===== config.mk =====
export PLATFORM = sky130hd
export DESIGN_NAME = multicycle_controller
export DESIGN_NICKNAME = d
export VERILOG_FILES = /design/src/rtl/multicycle_controller.sv
export SDC_FILE = /design/constraint.sdc
export NUM_CORES = 1
export LEC_CHECK = 0
export ABC_AREA = 1
export CAP_MARGIN = 30
export CORE_UTILIZATION = 39
export DETAILED_ROUTE_END_ITERATION = 8
export PLACE_DENSITY = 0.81
export SETUP_SLACK_MARGIN = 0.05
export SLEW_MARGIN = 20
export SYNTH_ARGS = -nofsm -noshare
export SYNTH_HDL_FRONTEND = slang
export SYNTH_SLANG_ARGS = --single-unit
export TNS_END_PERCENT = 10

===== constraint.sdc =====
create_clock -name clk -period 2 [get_ports clk]
set_input_delay 0.6 -clock clk [delete_from_list [all_inputs] [get_ports clk]]
set_output_delay 0.6 -clock clk [all_outputs]
set_load 0.01 [all_outputs]

===== src/rtl/multicycle_controller.sv =====
// multicycle_controller: Moore FSM issuing datapath controls for a multicycle MIPS subset
// Ports: clk/rst (sync, active-high); opcode/funct from IR; zero from ALU;
//   write strobes pc_write/ir_write/mem_read/mem_write/reg_write; selects i_or_d,
//   mem_to_reg, reg_dst, alu_src_a, alu_src_b[1:0], pc_src[1:0]; alu_ctrl[2:0];
//   instr_done/illegal_op pulses; state[3:0] for debug.
module multicycle_controller (
  input  logic       clk,
  input  logic       rst,
  input  logic [5:0] opcode,
  input  logic [5:0] funct,
  input  logic       zero,
  output logic       pc_write,
  output logic       ir_write,
  output logic       mem_read,
  output logic       mem_write,
  output logic       reg_write,
  output logic       i_or_d,
  output logic       mem_to_reg,
  output logic       reg_dst,
  output logic       alu_src_a,
  output logic [1:0] alu_src_b,
  output logic [1:0] pc_src,
  output logic [2:0] alu_ctrl,
  output logic       instr_done,
  output logic       illegal_op,
  output logic [3:0] state
);
  localparam logic [3:0] FETCH = 4'd0, DECODE = 4'd1, MEM_ADDR = 4'd2, MEM_READ = 4'd3,
    MEM_WB = 4'd4, MEM_WRITE = 4'd5, R_EXEC = 4'd6, R_WB = 4'd7, BRANCH = 4'd8,
    JUMP = 4'd9, ADDI_EXEC = 4'd10, ADDI_WB = 4'd11;
  localparam logic [2:0] ALU_AND = 3'b000, ALU_OR = 3'b001, ALU_ADD = 3'b010,
    ALU_SUB = 3'b110, ALU_SLT = 3'b111, ALU_OFF = 3'b100;
  localparam logic [5:0] OP_R = 6'b000000, OP_LW = 6'b100011, OP_SW = 6'b101011,
    OP_BEQ = 6'b000100, OP_J = 6'b000010, OP_ADDI = 6'b001000;
  logic [3:0] r_state, w_next;
  logic [2:0] w_funct_alu;
  logic       w_legal;
  assign state = r_state;
  assign w_funct_alu = funct == 6'b100000 ? ALU_ADD :
                       funct == 6'b100010 ? ALU_SUB :
                       funct == 6'b100100 ? ALU_AND :
                       funct == 6'b100101 ? ALU_OR  :
                       funct == 6'b101010 ? ALU_SLT : ALU_OFF;
  assign w_legal = opcode == OP_R || opcode == OP_LW || opcode == OP_SW ||
                   opcode == OP_BEQ || opcode == OP_J || opcode == OP_ADDI;
  always_comb begin
    w_next = FETCH;
    case (r_state)
      FETCH:     w_next = DECODE;
      DECODE:    w_next = (opcode == OP_LW || opcode == OP_SW) ? MEM_ADDR :
                          opcode == OP_R    ? R_EXEC :
                          opcode == OP_BEQ  ? BRANCH :
                          opcode == OP_J    ? JUMP   :
                          opcode == OP_ADDI ? ADDI_EXEC : FETCH;
      MEM_ADDR:  w_next = opcode == OP_LW ? MEM_READ : MEM_WRITE;
      MEM_READ:  w_next = MEM_WB;
      R_EXEC:    w_next = R_WB;
      ADDI_EXEC: w_next = ADDI_WB;
      default:   w_next = FETCH;
    endcase
  end
  always_ff @(posedge clk)
    if (rst) r_state <= FETCH;
    else     r_state <= w_next;
  always_comb begin
    pc_write   = 1'b0;
    ir_write   = 1'b0;
    mem_read   = 1'b0;
    mem_write  = 1'b0;
    reg_write  = 1'b0;
    i_or_d     = 1'b0;
    mem_to_reg = 1'b0;
    reg_dst    = 1'b0;
    alu_src_a  = 1'b0;
    alu_src_b  = 2'b00;
    pc_src     = 2'b00;
    alu_ctrl   = ALU_OFF;
    instr_done = 1'b0;
    illegal_op = 1'b0;
    case (r_state)
      FETCH: begin
        mem_read  = 1'b1;
        ir_write  = 1'b1;
        alu_src_b = 2'b01;
        alu_ctrl  = ALU_ADD;
        pc_write  = 1'b1;
      end
      DECODE: begin
        alu_src_b  = 2'b11;
        alu_ctrl   = ALU_ADD;
        illegal_op = !w_legal;
      end
      MEM_ADDR, ADDI_EXEC: begin
        alu_src_a = 1'b1;
        alu_src_b = 2'b10;
        alu_ctrl  = ALU_ADD;
      end
      MEM_READ: begin
        mem_read = 1'b1;
        i_or_d   = 1'b1;
      end
      MEM_WB: begin
        reg_write  = 1'b1;
        mem_to_reg = 1'b1;
        instr_done = 1'b1;
      end
      MEM_WRITE: begin
        mem_write  = 1'b1;
        i_or_d     = 1'b1;
        instr_done = 1'b1;
      end
      R_EXEC: begin
        alu_src_a = 1'b1;
        alu_ctrl  = w_funct_alu;
      end
      R_WB: begin
        reg_write  = w_funct_alu != ALU_OFF;
        reg_dst    = 1'b1;
        instr_done = 1'b1;
      end
      BRANCH: begin
        alu_src_a  = 1'b1;
        alu_ctrl   = ALU_SUB;
        pc_src     = 2'b01;
        pc_write   = zero;
        instr_done = 1'b1;
      end
      JUMP: begin
        pc_src     = 2'b10;
        pc_write   = 1'b1;
        instr_done = 1'b1;
      end
      ADDI_WB: begin
        reg_write  = 1'b1;
        instr_done = 1'b1;
      end
      default: ;
    endcase
    if (rst) begin
      pc_write   = 1'b0;
      ir_write   = 1'b0;
      mem_read   = 1'b0;
      mem_write  = 1'b0;
      reg_write  = 1'b0;
      i_or_d     = 1'b0;
      mem_to_reg = 1'b0;
      reg_dst    = 1'b0;
      alu_src_a  = 1'b0;
      alu_src_b  = 2'b00;
      pc_src     = 2'b00;
      alu_ctrl   = ALU_OFF;
      instr_done = 1'b0;
      illegal_op = 1'b0;
    end
  end
endmodule


# Word level (Yosys, flattened, before mapping)
# Cells that the tools add are included.
# word_totals
wordCells,80
ff_bits,4
in_bits,15
# op_classes
n_reduce_logical,17
n_mux,40
eq_ne,22
# ops
cell,n
== test 6 bit (second input constant),7
case mux 4 bit (6 select lines),1
2-to-1 mux 1 bit,20
2-to-1 mux 4 bit,5
2-to-1 mux 3 bit,6
== test 4 x 3 -> 1 bit (second input constant),4
== test 4 bit (second input constant),4
OR reduction 2 bit,5
case mux 3 bit (3 select lines),1
== test 4 x 2 -> 1 bit (second input constant),2
OR reduction 4 bit,2
== test 6 x 2 -> 1 bit (second input constant),1
== test 6 x 3 -> 1 bit (second input constant),1
== test 6 x 4 -> 1 bit (second input constant),1
zero test 6 bit,1
logical OR 1 bit,6
2-to-1 mux 2 bit,3
case mux 2 bit (3 select lines),1
OR reduction 6 bit,1
== test 4 x 1 -> 1 bit (second input constant),1
zero test 4 bit,1
case mux 1 bit (2 select lines),2
case mux 2 bit (2 select lines),1
inequality test 3 bit (second input constant),1
zero test 1 bit,1

# Longest topological paths before layout
# Gate-level depths: netlist of the first run.
# depth
word_depth,9
mapped_depth,8
ltp_nobuf,8

# Worst setup path after synthesis of the first run
# OpenSTA, ideal clock, no wires.
# synth_timing
kind,input port to output port
startpoint,in opcode[3]
endpoint,out illegal_op
setup_slack_ns,0.179
cell_stages,5
arrival_time_ns,1.221
required_time_ns,1.400
cell_sequence,nor2_1 nor2_1 nand2_1 nand2_1 nor3_2
# synth_between
elab_chain_cells,9
elab_cells_between_ends,14
classes_between,5 x eq/ne; 2 x mux; 7 x reduce/logical
# synth_lines
item,line_no,source
"start, declared",9,"input logic [5:0] opcode,"
== test 6 bit / zero test 6 bit (equally long branches),44,assign w_legal = opcode == OP_R || opcode == OP_LW || opcode == OP_SW ||
logical OR 1 bit (3 in series),44,
logical OR 1 bit,45,opcode == OP_BEQ || opcode == OP_J || opcode == OP_ADDI;
logical OR 1 bit *,45,
zero test 1 bit *,91,illegal_op = !w_legal;
2-to-1 mux 1 bit *,80,case (r_state)
2-to-1 mux 1 bit *,139,if (rst) begin
"end, declared",25,"output logic illegal_op,"
# Every way passes the cells marked *; elsewhere a longest branch is shown, timed or not.

# Worst setup path after layout of the first run
# layout_timing
startpoint,"reg r_state[1], in the netlist state[1]"
endpoint,out alu_ctrl[2]
# layout_between
elab_chain_cells,4
elab_cells_between_ends,9
classes_between,5 x eq/ne; 2 x mux; 2 x reduce/logical
# layout_lines
item,line_no,source
"start, declared",35,"logic [3:0] r_state, w_next;"
"start signal, assigned",64,else r_state <= w_next;
"== test 4 x 1 -> 1 bit, or another cell as far along",80,
OR reduction 4 bit (no source line),-,
case mux 3 bit (3 select lines) *,80,
2-to-1 mux 3 bit *,139,
"end, declared",23,"output logic [2:0] alu_ctrl,"
# Marks and branches as above.

==> results of run 1 <==
## worst min-delay path: cells and delay by family, from the launching register on
kind	cells	cell delay, ps
flops	1	390
simple gates	2	150
buf+inv	2	180
## cell usage in the layout (no fill, tap or decap), types with 3 or more instances in the layout
cell and instances:
sky130_fd_sc_hd__nor2_1 16, sky130_fd_sc_hd__inv_2 10, sky130_fd_sc_hd__buf_4 33, sky130_fd_sc_hd__nor2_2 6, sky130_fd_sc_hd__nand3_1 9, sky130_fd_sc_hd__inv_1 13, sky130_fd_sc_hd__clkdlybuf4s50_1 5, sky130_fd_sc_hd__nand2_1 26
sky130_fd_sc_hd__nand3_2 5, sky130_fd_sc_hd__clkbuf_4 3, sky130_fd_sc_hd__buf_6 9, sky130_fd_sc_hd__buf_2 23, sky130_fd_sc_hd__dfxtp_4 4, sky130_fd_sc_hd__a21oi_1 4, sky130_fd_sc_hd__nor2_4 9, sky130_fd_sc_hd__nand2_2 10
## logic make-up after synthesis
kind of cell / share of synthesized area, %
and+or+nand+nor: 61.34
buffers and inverters: 15.18
AOI/OAI and AO/OA: 10.53
DFF: 12.96
## what timing repair did
action	in CTS	in global routing
gates resized for setup	154	33
setup buffers	16	1
hold buffers	0	0
endpoints found under the setup margin	19	17
pin swaps	16	7
## path summary, 6_finish.rpt
kind | from | end | slack, ps | cells past startpoint
max reg2reg | state[0] | state[2] | 660 | 8
min | state[0] | state[0] | 770 | 4
max | state[1] | alu_ctrl[2] | -150 | 8
min reg2reg | state[0] | state[0] | 770 | 4
## metrics by stage
step | std cells | setup slack, ps | utilization [%] | power (mW) | cell area, um^2
2_1_floorplan | 128 | 179.0 | - | 0.1413 | 618.1
3_3_place_gp | 200 | -779.4 | 77.40 | 0.2267 | 1152
3_5_place_dp | 200 | -832.4 | 77.40 | 0.2297 | 1152
4_1_cts | 218 | 24.58 | 86.05 | 0.3436 | 1281
5_1_grt | 219 | -141.5 | 91.01 | 0.3890 | 1355
6_report | 219 | -154.7 | 91.01 | 0.3765 | 1355
## area by class of cell
cell class / instances / area [um^2]
clock buffers: 3 / 22.52
fillers: 67 / 133.9
inverters: 24 / 92.59
multi-input cells: 99 / 584.3
flip-flops and latches: 4 / 95.09
well taps: 16 / 20.02
repair buffers: 73 / 540.5
## power breakdown
group,leakage (nW),internal [mW],switching (mW)
Sequential,0.0355,0.0785,0.00690
Clock,0.0138,0.0678,0.0422
Combinational,0.692,0.0848,0.0963
## layer usage
| metal | vias to the layer above | wire length, um | track usage (%) |
|---|---|---|---|
| met3 | 48 | 437 | 6.087 |
| met4 | 0 | 403 | 25.16 |
| met5 | - | 0 | 0 |
| met2 | 130 | 1858 | 72.19 |
| li1 | 549 | - | - |
| met1 | 577 | 1323 | 41.60 |
==> insert_results.sql, run 1 <==
INSERT INTO impl_metrics (metric_group, metric, value, unit) VALUES
('floorplan', 'core_area', '1489', 'um^2'),
('synth', 'yosysTopAreaCell', 'sky130_fd_sc_hd__nand2_1', ''),
('timing', 'post-route-period-util', '107.7', '%'),
('outcome', 'violations_in_the_final_reports', 'setup timing', ''),
('finish', 'post_route_cells_drive_above_1_share', '59.61', '%'),
('timing', 'grt_setup_unrepaired', 'yes', ''),
('detailed_routing', 'antenna_left', '0', ''),
('pwr', 'p_leak', '0.7411', 'nW'),
('synth', 'yosys_most_used_dff', 'sky130_fd_sc_hd__dfxtp_1', ''),
('clock_network', 'clock_latency', '250', 'ps'),
('clock_network', 'clk_pin_slew_worst_paths', '50', 'ps'),
('finish', 'flow.area_growth_from_synthesis', '119.2', '%'),
('setup_path', 'cp_cell_sequence', 'inv_2 > nor2_4 > nand2_2 > nand2_1 > nand2_1 > nand3b_1 > nand3_1 > buf_2', ''),
('outcome', 'status', 'complete, but fails checks', ''),
('timing', 'timing.final.hold_violations', '0', ''),
('placement', 'final_hpwl_dp', '1.717', 'mm'),
('timing', 'max_clock_freq', '0.4641', 'GHz'),
('global_route', 'wire_length_of_the_first_global_routing_pass', '5.382', 'mm'),
('synth', 'netlist_area', '618.1', 'um^2'),
('setup_path', 'timing_worst_setup_path_type', 'reg2out', ''),
('clock_network', 'cts_tree', 'done', ''),
('setup_path', 'critPathLaunchType', 'register', ''),
('timing', 'final-setup-viol-count', '6', ''),
('placement', 'gp_congestion', '0.8610', ''),
('global_route', 'grt_max_degree', '8', ''),
('synth', 'synthDistinctLibCells', '20', ''),
('clock_network', 'number_of_sinks_driven_by_the_clock_tree', '4', ''),
('synth', 'synth.net_count', '143', ''),
('detailed_routing', 'routed_via_density', '5.954', ''),
('worst_hold_path', 'min-delay-path-class', 'reg2reg', ''),
('synth', 'syn-mean-instance-area', '4.829', 'um^2'),
('pwr', 'ir_drop_worst_vdd', '0.3739', 'mV'),
('clock_network', 'root_buffer', 'sky130_fd_sc_hd__clkbuf_4', ''),
('floorplan', 'die-width', '41.81', 'um'),
('detailed_routing', 'drc', '0', ''),
('pwr', 'cellPowerDensity', '277.8', 'nW/um^2'),
('setup_path', 'slowest_delay', '370', 'ps'),
('timing', 'fin_worst_hold_slack', '768.2', 'ps'),
('detailed_routing', 'post_drt_wl_per_cell', '18.37', 'um'),
('finish', 'finalNetCount', '220', ''),
('detailed_routing', 'routed_wirelength', '4.023', 'mm'),
('timing', 'timing.max_slew.rel_slack', '85.28', '%'),
('timing', 'worst_pin_slew', '220.0', 'ps'),
('detailed_routing', 'vias', '1304', ''),
('synth', 'synth_most_common_cell', 'sky130_fd_sc_hd__nand2_1', ''),
('floorplan', 'die_area', '1748', 'um^2'),
('setup_path', 'worst_path_dominant_cell_family', 'simple AND/OR/NAND/NOR gates', ''),
('global_route', 'grt_overflow', '0', ''),
('floorplan', 'number_of_cell_rows', '14', ''),
('floorplan', 'starting_density', '41.51', '%'),
('synth', 'synthArstFlopShare', '0', '%'),
('timing', 'setup_tns', '-259.2', 'ps'),
('clock_network', 'cts_max_level', '1', ''),
('timing', 'final.setup_skew', '12.73', 'ps'),
('clock_network', 'cts-root-to-sink-buffers', '2', ''),
('timing', 'period_needed', '2155', 'ps'),
('global_route', 'first_global_vias', '1183', ''),
('synth', 'synth-edff-count', '0', ''),
('setup_path', 'crit_slowest_cell', 'sky130_fd_sc_hd__dfxtp_4', ''),
('timing', 'timing_max_transition_violations_final', '0', ''),
('setup_path', 'worst-endpoint-arrival', '1550', 'ps'),
('detailed_routing', 'detailedRoute.firstIterationViolations', '75', ''),
('synth', 'yosys_reg_bits', '4', ''),
('floorplan', 'top_ports', '37', ''),
('timing', 'finalWorstSetupSlack', '-154.7', 'ps'),
('synth', 'synth_top_cell_area_share', '21.86', '%'),
('detailed_routing', 'drt_pass1_iterations', '5', ''),
('setup_path', 'worst_path_required', '1400', 'ps'),
('setup_path', 'path_buf_inv', '2', ''),
('setup_path', 'worst_path_most_repeated_cell', 'sky130_fd_sc_hd__nand2_1', ''),
('synth', 'sequential_to_total_area_share_from_yosys_stat', '12.96', '%');
Power figures use the tool's default switching activity.
==> inputs of run 2 (changes only) <==
--- a/config.mk
+++ b/config.mk
@@ -8,6 +8,7 @@
 export ABC_AREA = 1
 export CAP_MARGIN = 30
 export CORE_UTILIZATION = 39
+export CTS_CLUSTER_SIZE = 28
 export DETAILED_ROUTE_END_ITERATION = 8
 export PLACE_DENSITY = 0.81
 export SETUP_SLACK_MARGIN = 0.05
==> results of run 2 <==
No change in the layout: final DEF, timing and power equal those of run 1.
